### config.mk
export PLATFORM = sky130hd
export DESIGN_NAME = div_ctrl
export DESIGN_NICKNAME = d
export VERILOG_FILES = /design/src/rtl/div_ctrl.sv
export SDC_FILE = /design/constraint.sdc
export NUM_CORES = 1
export LEC_CHECK = 0
export BUFFER_PORTS_ARGS = -buffer_cell sky130_fd_sc_hd__buf_4
export CAP_MARGIN = 20
export CELL_PAD_IN_SITES_DETAIL_PLACEMENT = 0
export CELL_PAD_IN_SITES_GLOBAL_PLACEMENT = 1
export CORE_MARGIN = 2
export CORE_UTILIZATION = 35
export DETAILED_ROUTE_END_ITERATION = 12
export PLACE_DENSITY = 0.78
export SYNTH_ARGS = -nofsm -noshare
export SYNTH_HDL_FRONTEND = slang
export SYNTH_SLANG_ARGS = --single-unit
export TNS_END_PERCENT = 10
### constraint.sdc
create_clock -name clk -period 2.5 [get_ports clk]
set_input_delay 0.125 -clock clk [delete_from_list [all_inputs] [get_ports clk]]
set_output_delay 0.125 -clock clk [all_outputs]
set_load 0.03 [all_outputs]
### src/rtl/div_ctrl.sv
// Sequencer between EXE and a pipelined AXI-stream divider IP: launches each operand once,
// waits for the result and drains in-flight results after a flush. Optional macro: DIV_ZERO_BYPASS_EN.
module div_ctrl (
  input  logic        clk,
  input  logic        resetn,
  input  logic        es_div_enable,
  input  logic        es_mul_div_sign,
  input  logic [31:0] es_rj_value,
  input  logic [31:0] es_rkd_value,
  input  logic        es_advance,
  input  logic        flush,
  output logic        div_complete,
  output logic [31:0] div_quotient,
  output logic [31:0] div_remainder,
  output logic        div_signed,
  output logic        dividend_tvalid,
  input  logic        dividend_tready,
  output logic [31:0] dividend_tdata,
  output logic        divisor_tvalid,
  input  logic        divisor_tready,
  output logic [31:0] divisor_tdata,
  input  logic        dout_tvalid,
  input  logic [63:0] dout_tdata,
  output logic        div_busy
);

  typedef enum logic [2:0] {
    S_IDLE,
    S_SEND,
    S_WAIT,
    S_DONE,
    S_DRAIN
  } state_t;

  state_t state, state_nxt;

  logic dvd_acc, dvs_acc;
  logic dvd_fire, dvs_fire;
  logic dvd_done, dvs_done;
  logic launch, capture;
`ifdef DIV_ZERO_BYPASS_EN
  logic bypass;
`endif

  // A channel stays valid until its own handshake, in SEND and while draining.
  assign dividend_tvalid = ((state == S_SEND) || (state == S_DRAIN)) && !dvd_acc;
  assign divisor_tvalid  = ((state == S_SEND) || (state == S_DRAIN)) && !dvs_acc;

  assign dvd_fire = dividend_tvalid && dividend_tready;
  assign dvs_fire = divisor_tvalid && divisor_tready;
  assign dvd_done = dvd_acc || dvd_fire;
  assign dvs_done = dvs_acc || dvs_fire;

  // NOTE: every signal written here gets a default first, so no path leaves one unassigned and no latch is inferred.
  always_comb begin
    state_nxt = state;
    launch    = 1'b0;
    capture   = 1'b0;
`ifdef DIV_ZERO_BYPASS_EN
    bypass    = 1'b0;
`endif
    unique case (state)
      S_IDLE: begin
        if (es_div_enable && !flush) begin
`ifdef DIV_ZERO_BYPASS_EN
          if (es_rkd_value == '0) begin
            bypass    = 1'b1;
            state_nxt = S_DONE;
          end else begin
            launch    = 1'b1;
            state_nxt = S_SEND;
          end
`else
          launch    = 1'b1;
          state_nxt = S_SEND;
`endif
        end
      end
      S_SEND: begin
        if (flush) begin
          state_nxt = (dvd_done || dvs_done) ? S_DRAIN : S_IDLE;
        end else if (dvd_done && dvs_done) begin
          state_nxt = S_WAIT;
        end
      end
      S_WAIT: begin
        // A result arriving in the flush cycle is the one DRAIN would wait for, so drop it here.
        if (flush) begin
          state_nxt = dout_tvalid ? S_IDLE : S_DRAIN;
        end else if (dout_tvalid) begin
          capture   = 1'b1;
          state_nxt = S_DONE;
        end
      end
      S_DONE: begin
        if (flush || es_advance) begin
          state_nxt = S_IDLE;
        end
      end
      S_DRAIN: begin
        if (dvd_acc && dvs_acc && dout_tvalid) begin
          state_nxt = S_IDLE;
        end
      end
      default: state_nxt = S_IDLE;
    endcase
  end

  // NOTE: sequential state uses non-blocking assignments so every flop samples pre-edge values.
  always_ff @(posedge clk or negedge resetn) begin
    if (!resetn) begin
      state        <= S_IDLE;
      dvd_acc      <= 1'b0;
      dvs_acc      <= 1'b0;
      div_complete <= 1'b0;
      div_busy     <= 1'b0;
    end else begin
      state        <= state_nxt;
      div_complete <= (state_nxt == S_DONE);
      div_busy     <= (state_nxt != S_IDLE);
      if (launch) begin
        dvd_acc <= 1'b0;
        dvs_acc <= 1'b0;
      end else begin
        if (dvd_fire) dvd_acc <= 1'b1;
        if (dvs_fire) dvs_acc <= 1'b1;
      end
    end
  end

  always_ff @(posedge clk or negedge resetn) begin
    if (!resetn) begin
      dividend_tdata <= '0;
      divisor_tdata  <= '0;
      div_signed     <= 1'b0;
      div_quotient   <= '0;
      div_remainder  <= '0;
    end else begin
      if (launch) begin
        dividend_tdata <= es_rj_value;
        divisor_tdata  <= es_rkd_value;
        div_signed     <= es_mul_div_sign;
      end
      if (capture) begin
        div_quotient  <= dout_tdata[63:32];
        div_remainder <= dout_tdata[31:0];
      end
`ifdef DIV_ZERO_BYPASS_EN
      if (bypass) begin
        div_quotient  <= '0;
        div_remainder <= es_rj_value;
      end
`endif
    end
  end

endmodule
==> load_flow_metrics.sql, run 1 <==
INSERT INTO impl_metrics (metric_group, metric, value, unit) VALUES
('run_status', 'status', 'finished, final reports clean', ''),
('grt', 'grt_start_max_net_pins', '65', ''),
('critical_path', 'criticalPathCategory', 'reg -> reg', ''),
('power_and_ir_drop', 'max-vdd-ir-drop', '0.000906', 'V'),
('floorplanning', 'die_width', '126', 'um'),
('detailed_routing', 'detailroute.via_count', '4229', ''),
('sta', 'timing.final.crit_period', '1880', 'ps'),
('clock_tree', 'num_cts_buffers', '17', ''),
('floorplanning', 'num_rows', '44', ''),
('floorplanning', 'effective_utilization_at_floorplan', '0.359', ''),
('critical_path', 'cp_cell_sequence', 'inv_2, nor4_4, buf_12, mux2_1', ''),
('synthesis', 'library_cells_used_by_synthesis', '25', ''),
('critical_path', 'critPathRequiredTime', '2780', 'ps'),
('detailed_routing', 'wl_per_cell', '16.2', 'um'),
('detailed_routing', 'met2_length', '7710', 'um'),
('finish', 'final_nets', '864', ''),
('grt', 'grt.total_usage', '0.191', ''),
('power_and_ir_drop', 'power.density_cell_area', '1250', 'nW/um2'),
('clock_tree', 'cts-resized-gates', '0', ''),
('grt', 'grt_first_pass_wirelength', '23900', 'um'),
('sta', 'tightest_slew', '526', 'ps'),
('clock_tree', 'cts_htree_levels', '4', ''),
('clock_tree', 'cts.root.buffer_cell', 'clkbuf_16', ''),
('critical_path', 'critical_path.startpoint_type', 'flop', ''),
('critical_path', 'timing.critical_path.fanout_max', '64', ''),
('clock_tree', 'cts_tree', 'built', ''),
('sta', 'final_hold_viol_count', '0', ''),
('detailed_routing', 'antenna_left', '0', ''),
('synthesis', 'async_flop_share', '1.00', ''),
('floorplanning', 'die_y', '126', 'um'),
('sta', 'fmax', '0.533', 'GHz'),
('critical_path', 'critPathMaxStageDelay', '500', 'ps'),
('critical_path', 'standard_cell_with_the_maximum_stage_delay_on_the_critical_path', 'dfrtp_1', ''),
('run', 'drv.max_cap_violation_count', '0', ''),
('clock_tree', 'clock-sinks', '136', ''),
('critical_path', 'timing.critical_path.arrival', '2160', 'ps'),
('clock_tree', 'clock_latency', '410', 'ps'),
('sta', 'setup-tns-final', '0', 'ps'),
('power_and_ir_drop', 'power_leakage', '4.64', 'nW'),
('detailed_routing', 'firstDrtPassIters', '4', ''),
('detailed_routing', 'highest-signal-layer', 'met4', ''),
('critical_path', 'critical-path-top-delay-family', 'flip-flops', ''),
('finish', 'antenna-diode-count', '0', ''),
('floorplanning', 'fp.coreArea', '14500', 'um2'),
('grt', 'grt_antenna_before_repair', '0', ''),
('synthesis', 'syn-instance-count', '317', ''),
('detailed_routing', 'post_dr_vias_cell', '4.58', ''),
('critical_path', 'critical_path_buf_inv_count', '2', ''),
('sta', 'rsz0062_at_grt', 'false', ''),
('synthesis', 'synthesis.nets', '454', ''),
('synthesis', 'post_synth.cell_area_avg', '16.5', 'um2'),
('floorplanning', 'dieArea', '15900', 'um2'),
('synthesis', 'syn_area', '5220', 'um2'),
('critical_path', 'end_kind', 'flop', ''),
('clock_tree', 'max_clock_buf_depth', '2', ''),
('clock_tree', 'cts.repair_timing.setup_buffer_count', '0', ''),
('sta', 'timing_max_transition_violations_final', '0', ''),
('finish', 'finalCoreUtilization', '0.646', ''),
('sta', 'slew-limit-headroom', '0.649', ''),
('clock_tree', 'post_cts_clock_slew_at_the_launch_and_capture_registers_of_the_worst_setup_and_hold_paths', '60', 'ps'),
('detailed_routing', 'routed-wl-met3', '1200', 'um'),
('synthesis', 'synth_top_flop_cell', 'dfrtp_1', ''),
('synthesis', 'yosys_register_bits', '136', ''),
('placement', 'detailedPlacementHpwl', '9650', 'um'),
('sta', 'fin_crit_sh', '0.750', ''),
('grt', 'number_of_global_route_vias_before_repair', '4716', ''),
('clock_tree', 'post_cts_hold_buffer_count', '131', ''),
('detailed_routing', 'route.final.wire_length', '15000', 'um'),
('finish', 'drive_above_1_share', '0.522', ''),
('detailed_routing', 'dr.first_iter.drc_count', '176', ''),
('synthesis', 'synth-edff-count', '0', ''),
('sta', 'final_worst_clock_skew', '6.18', 'ps'),
('floorplanning', 'floorplan.io_pins', '270', ''),
('detailed_routing', 'wirelength_met1', '5710', 'um'),
('detailed_routing', 'drc', '0', ''),
('placement', 'place.gp.congestion', '0.819', ''),
('sta', 'final-setup-viol-count', '0', ''),
('grt', 'global_route.overflow_total', '0', ''),
('synthesis', 'yosysWarningCount', '0', ''),
('synthesis', 'synth-seq-area-share', '0.651', ''),
('finish', 'area_delta_synth_final', '79.8', '%'),
('min_path', 'min-delay-path-class', 'in -> reg', ''),
('placement', 'port_buffers', '269', '');
## through the flow
step / hold WS, ps / instance area [um2] / setup slack, ps / instances / power (mW)
floorplan: -171 / 5220 / 661 / 317 / 6.74
global placement: 122 / 7420 / 715 / 761 / 8.73
detailed placement: 131 / 7420 / 661 / 761 / 8.86
CTS: 47.1 / 9390 / 657 / 924 / 11.9
global route: 70.0 / 9390 / 495 / 924 / 12.3
finish: 76.5 / 9390 / 625 / 924 / 11.8
## routing by layer
| metal | up-vias | global-route usage |
|---|---|---|
| li1 | 1942 | - |
| met1 | 2061 | 0.213 |
| met2 | 196 | 0.327 |
| met3 | 30 | 0.0680 |
| met4 | 0 | 0.0860 |
| met5 | - | 0 |
## logic make-up (layout without fill, tap and decap cells)
group,count (synthesis),count (layout),share of synthesized area
DFF,136,136,0.651
and+or+nand+nor,20,20,0.0213
muxes,130,130,0.280
xor gates and xnor gates,1,1,0.00168
AOI/OAI and AO/OA,13,13,0.0160
buffers and inverters,17,440,0.0295
## worst reg2reg max path, cell delays in order, from the launching register on
cell and delay, ps:
dfrtp_1 500, inv_2 140, nor4_4 340, buf_12 340
mux2_1 430
## Yosys cell counts, types with 3 or more instances
cell type / number / area share
a21oi_1: 4 / 0.0038
a31oi_1: 4 / 0.0048
buf_2: 3 / 0.0029
buf_6: 11 / 0.024
dfrtp_1: 136 / 0.65
mux2_1: 53 / 0.11
mux2_2: 76 / 0.16
nand2_1: 4 / 0.0029
nand3_1: 3 / 0.0029
nor2_1: 6 / 0.0043
nor2b_1: 3 / 0.0036
## power breakdown
| part | switching [mW] | total, mW | internal [mW] |
|---|---|---|---|
| sequential | 0.566 | 3.74 | 3.17 |
| clock | 0.936 | 2.78 | 1.85 |
| combinational | 3.01 | 5.26 | 2.25 |
## flip-flops by register name, indices dropped and copies added, names as in the netlist
signal	flops
div_complete	1
div_signed	1
divisor_tdata	32
dvs_acc	1
div_quotient	32
state	3
dividend_tdata	32
div_busy	1
div_remainder	32
dvd_acc	1
## cells in the final DEF (no fill, tap or decap), types with 2 or more instances in the layout
cell type	netlist	routed
a21oi_1	4	4
a31oi_1	4	4
buf_12	0	3
buf_4	1	271
bufinv_16	0	5
clkbuf_16	0	17
clkbuf_8	0	3
clkinv_2	0	4
dfrtp_1	136	136
dlygate4sd3_1	0	131
mux2_1	53	53
mux2_2	76	76
nand2_1	4	4
nand3_1	3	2
nor2_1	6	6
nor2b_1	3	3
## final timing paths
| kind | endpoint | cells after the start | slack, ps | startpoint |
|---|---|---|---|---|
| setup / recovery | div_remainder[12] | 4 | 620 | state[1] |
| hold / removal | div_complete | 3 | 80 | flush |
| setup reg to reg | div_remainder[12] | 4 | 620 | state[1] |
| hold reg to reg | div_quotient[31] | 1 | 480 | div_quotient[31] |
| max in group asynchronous | divisor_tdata[14] | 3 | 1550 | resetn |
| min in group asynchronous | div_quotient[23] | 2 | 270 | resetn |
## area by class of cell
type / count / area (um2)
Fill cell: 1056 / 5140
Timing Repair Buffer: 406 / 3420
Sequential cell: 136 / 3400
Multi-Input combinational cell: 164 / 1670
Clock buffer: 20 / 467
Tap cell: 184 / 230
Clock inverter: 12 / 195
Inverter: 2 / 7.51
Note: power is estimated with default switching activity, not from simulation.
==> inputs of run 2 (changes only) <==
==> constraint.sdc (replaced) <==
create_clock -name clk -period 1.76 [get_ports clk]
set_input_delay 0.088 -clock clk [delete_from_list [all_inputs] [get_ports clk]]
set_output_delay 0.088 -clock clk [all_outputs]
set_load 0.03 [all_outputs]
==> run 2 against run 1 <==
Maximum frequency rose by 9.9%; global-route usage rose by 0.16 points; total power rose by 39%; cell count rose by 0.65%; largest cell class unchanged.
==> load_flow_metrics.sql, run 2 (same netlist as run 1, synthesis figures left out) <==
INSERT INTO impl_metrics (metric_group, metric, value, unit) VALUES
('run_status', 'status', 'finished, final reports clean', ''),
('power_and_ir_drop', 'power.density_cell_area', '1740', 'nW/um2'),
('clock_tree', 'clock-sinks', '136', ''),
('critical_path', 'rr_worst_depth', '4', ''),
('critical_path', 'timing.critical_path.fanout_max', '49', ''),
('min_path', 'worstHoldEndpoint', 'div_busy', ''),
('detailed_routing', 'post_dr_vias_cell', '4.51', ''),
('grt', 'grt_first_pass_wirelength', '24100', 'um'),
('critical_path', 'criticalPathCategory', 'reg -> reg', ''),
('detailed_routing', 'dr.first_iter.drc_count', '99', ''),
('placement', 'detailedPlacementHpwl', '9820', 'um'),
('floorplanning', 'die_y', '126', 'um'),
('clock_tree', 'max_clock_buf_depth', '2', ''),
('critical_path', 'end_kind', 'flop', ''),
('sta', 'finalWorstSetupSlack', '53.4', 'ps'),
('clock_tree', 'post_cts_clock_slew_at_the_launch_and_capture_registers_of_the_worst_setup_and_hold_paths', '60', 'ps'),
('grt', 'grt_start_max_net_pins', '66', ''),
('sta', 'final_worst_clock_skew', '6.14', 'ps'),
('finish', 'finalCoreUtilization', '0.647', ''),
('finish', 'final_nets', '869', ''),
('detailed_routing', 'firstDrtPassIters', '6', ''),
('sta', 'timing_max_transition_violations_final', '0', ''),
('detailed_routing', 'antenna_left', '0', ''),
('critical_path', 'timing.critical_path.arrival', '1990', 'ps'),
('clock_tree', 'cts.root.buffer_cell', 'clkbuf_16', ''),
('sta', 'tightest_slew', '554', 'ps'),
('sta', 'final-setup-viol-count', '0', ''),
('sta', 'timing.final.crit_period', '1710', 'ps'),
('power_and_ir_drop', 'max-vdd-ir-drop', '0.00116', 'V'),
('sta', 'slew-limit-headroom', '0.631', ''),
('floorplanning', 'num_rows', '44', ''),
('clock_tree', 'cts_tree', 'built', ''),
('finish', 'layout_commonest_cell', 'buf_4', ''),
('grt', 'number_of_global_route_vias_before_repair', '4761', ''),
('power_and_ir_drop', 'finalPower', '16.4', 'mW'),
('finish', 'area_delta_synth_final', '80.0', '%'),
('floorplanning', 'die_width', '126', 'um'),
('min_path', 'worstHoldPathCells', '4', ''),
('floorplanning', 'dieArea', '15900', 'um2'),
('run', 'drv.max_cap_violation_count', '0', ''),
('critical_path', 'critPathRequiredTime', '2040', 'ps'),
('sta', 'fmax', '0.586', 'GHz'),
('floorplanning', 'fp.coreArea', '14500', 'um2'),
('placement', 'port_buffers', '269', ''),
('finish', 'drive_above_1_share', '0.529', ''),
('clock_tree', 'num_cts_buffers', '17', ''),
('detailed_routing', 'wl_per_cell', '16.0', 'um'),
('critical_path', 'critical_path.startpoint_type', 'flop', ''),
('grt', 'grt.total_usage', '0.192', ''),
('finish', 'most-common-layout-cells', '274 x buf_4, 135 x dfrtp_1, 132 x dlygate4sd3_1', ''),
('placement', 'place.gp.congestion', '0.775', ''),
('min_path', 'hold_path_startpoint', 'es_advance', ''),
('placement', 'pre_cts_slack', '26.8', 'ps'),
('detailed_routing', 'route.final.wire_length', '14900', 'um'),
('clock_tree', 'clock_latency', '410', 'ps'),
('sta', 'final_hold_viol_count', '0', ''),
('floorplanning', 'effective_utilization_at_floorplan', '0.359', ''),
('grt', 'global_route.overflow_total', '0', ''),
('power_and_ir_drop', 'power_leakage', '4.63', 'nW'),
('min_path', 'min-delay-path-class', 'in -> reg', ''),
('critical_path', 'worstReg2RegEnd', 'div_quotient[28]', ''),
('detailed_routing', 'detailroute.via_count', '4191', ''),
('critical_path', 'ff2ff_setup_slack', '50', 'ps'),
('critical_path', 'critical_path.reg2reg.startpoint', 'state[2]', ''),
('grt', 'grt_antenna_before_repair', '1', ''),
('floorplanning', 'floorplan.io_pins', '270', ''),
('clock_tree', 'cts_htree_levels', '4', ''),
('detailed_routing', 'drc', '0', ''),
('sta', 'rsz0062_at_grt', 'true', ''),
('sta', 'fin_crit_sh', '0.970', '');
## run 2: metal layers
layer	part of all wire	GRT usage
met1	0.38	0.213
met2	0.52	0.335
met3	0.089	0.0850
met4	0.015	0.0575
met5	0	0
## run 2: metrics by stage
stage	cell area, um2	hold WS, ps	TNS (ps)	std cells
4_1_cts	9380	46.0	0	929
5_1_grt	9400	69.8	-778	930
3_3_place_gp	7460	88.3	0	765
2_1_floorplan	5230	-208	-3020	317
6_report	9400	68.5	0	930
3_5_place_dp	7460	94.3	0	765
## run 2: worst max-delay path by stage
stage | startpoint | to | cells after the start
after floorplan | state[2] | div_quotient[0] | 4
after global placement | state[2] | dividend_tdata[6] | 5
after detailed placement | state[2] | dividend_tdata[19] | 5
after CTS | state[2] | dividend_tdata[19] | 5
after global routing | state[2] | div_quotient[28] | 4
final | state[2] | div_quotient[28] | 4
## run 2: where the power goes
| part | switching (mW) | internal (mW) |
|---|---|---|
| Sequential | 0.747 | 4.51 |
| Combinational | 4.34 | 3.26 |
| Clock | 1.32 | 2.19 |
| Total | 6.40 | 9.95 |
## run 2: critical path, stage by stage (launching register included)
cell and delay, ps:
dfrtp_1 380, or2_4 290, nor4_4 220, buf_12 310, mux2_1 370
## run 2: cell type report
cell class                      instances  area [um2]
Antenna cell                            1        2.50
Clock buffer                           20         467
Clock inverter                         12         124
Fill cell                            1018        5130
Inverter                                2        7.51
Multi-Input combinational cell        164        1700
Sequential cell                       136        3400
Tap cell                              184         230
Timing Repair Buffer                  411        3470
## run 2: timing repair
item | 4_1_cts | 5_1_grt
gates resized for setup | 2 | 2
endpoints found under the setup margin | 2 | 104
hold endpoints to repair | 185 | 0
setup buffers | 0 | 0
hold buffers | 132 | 0
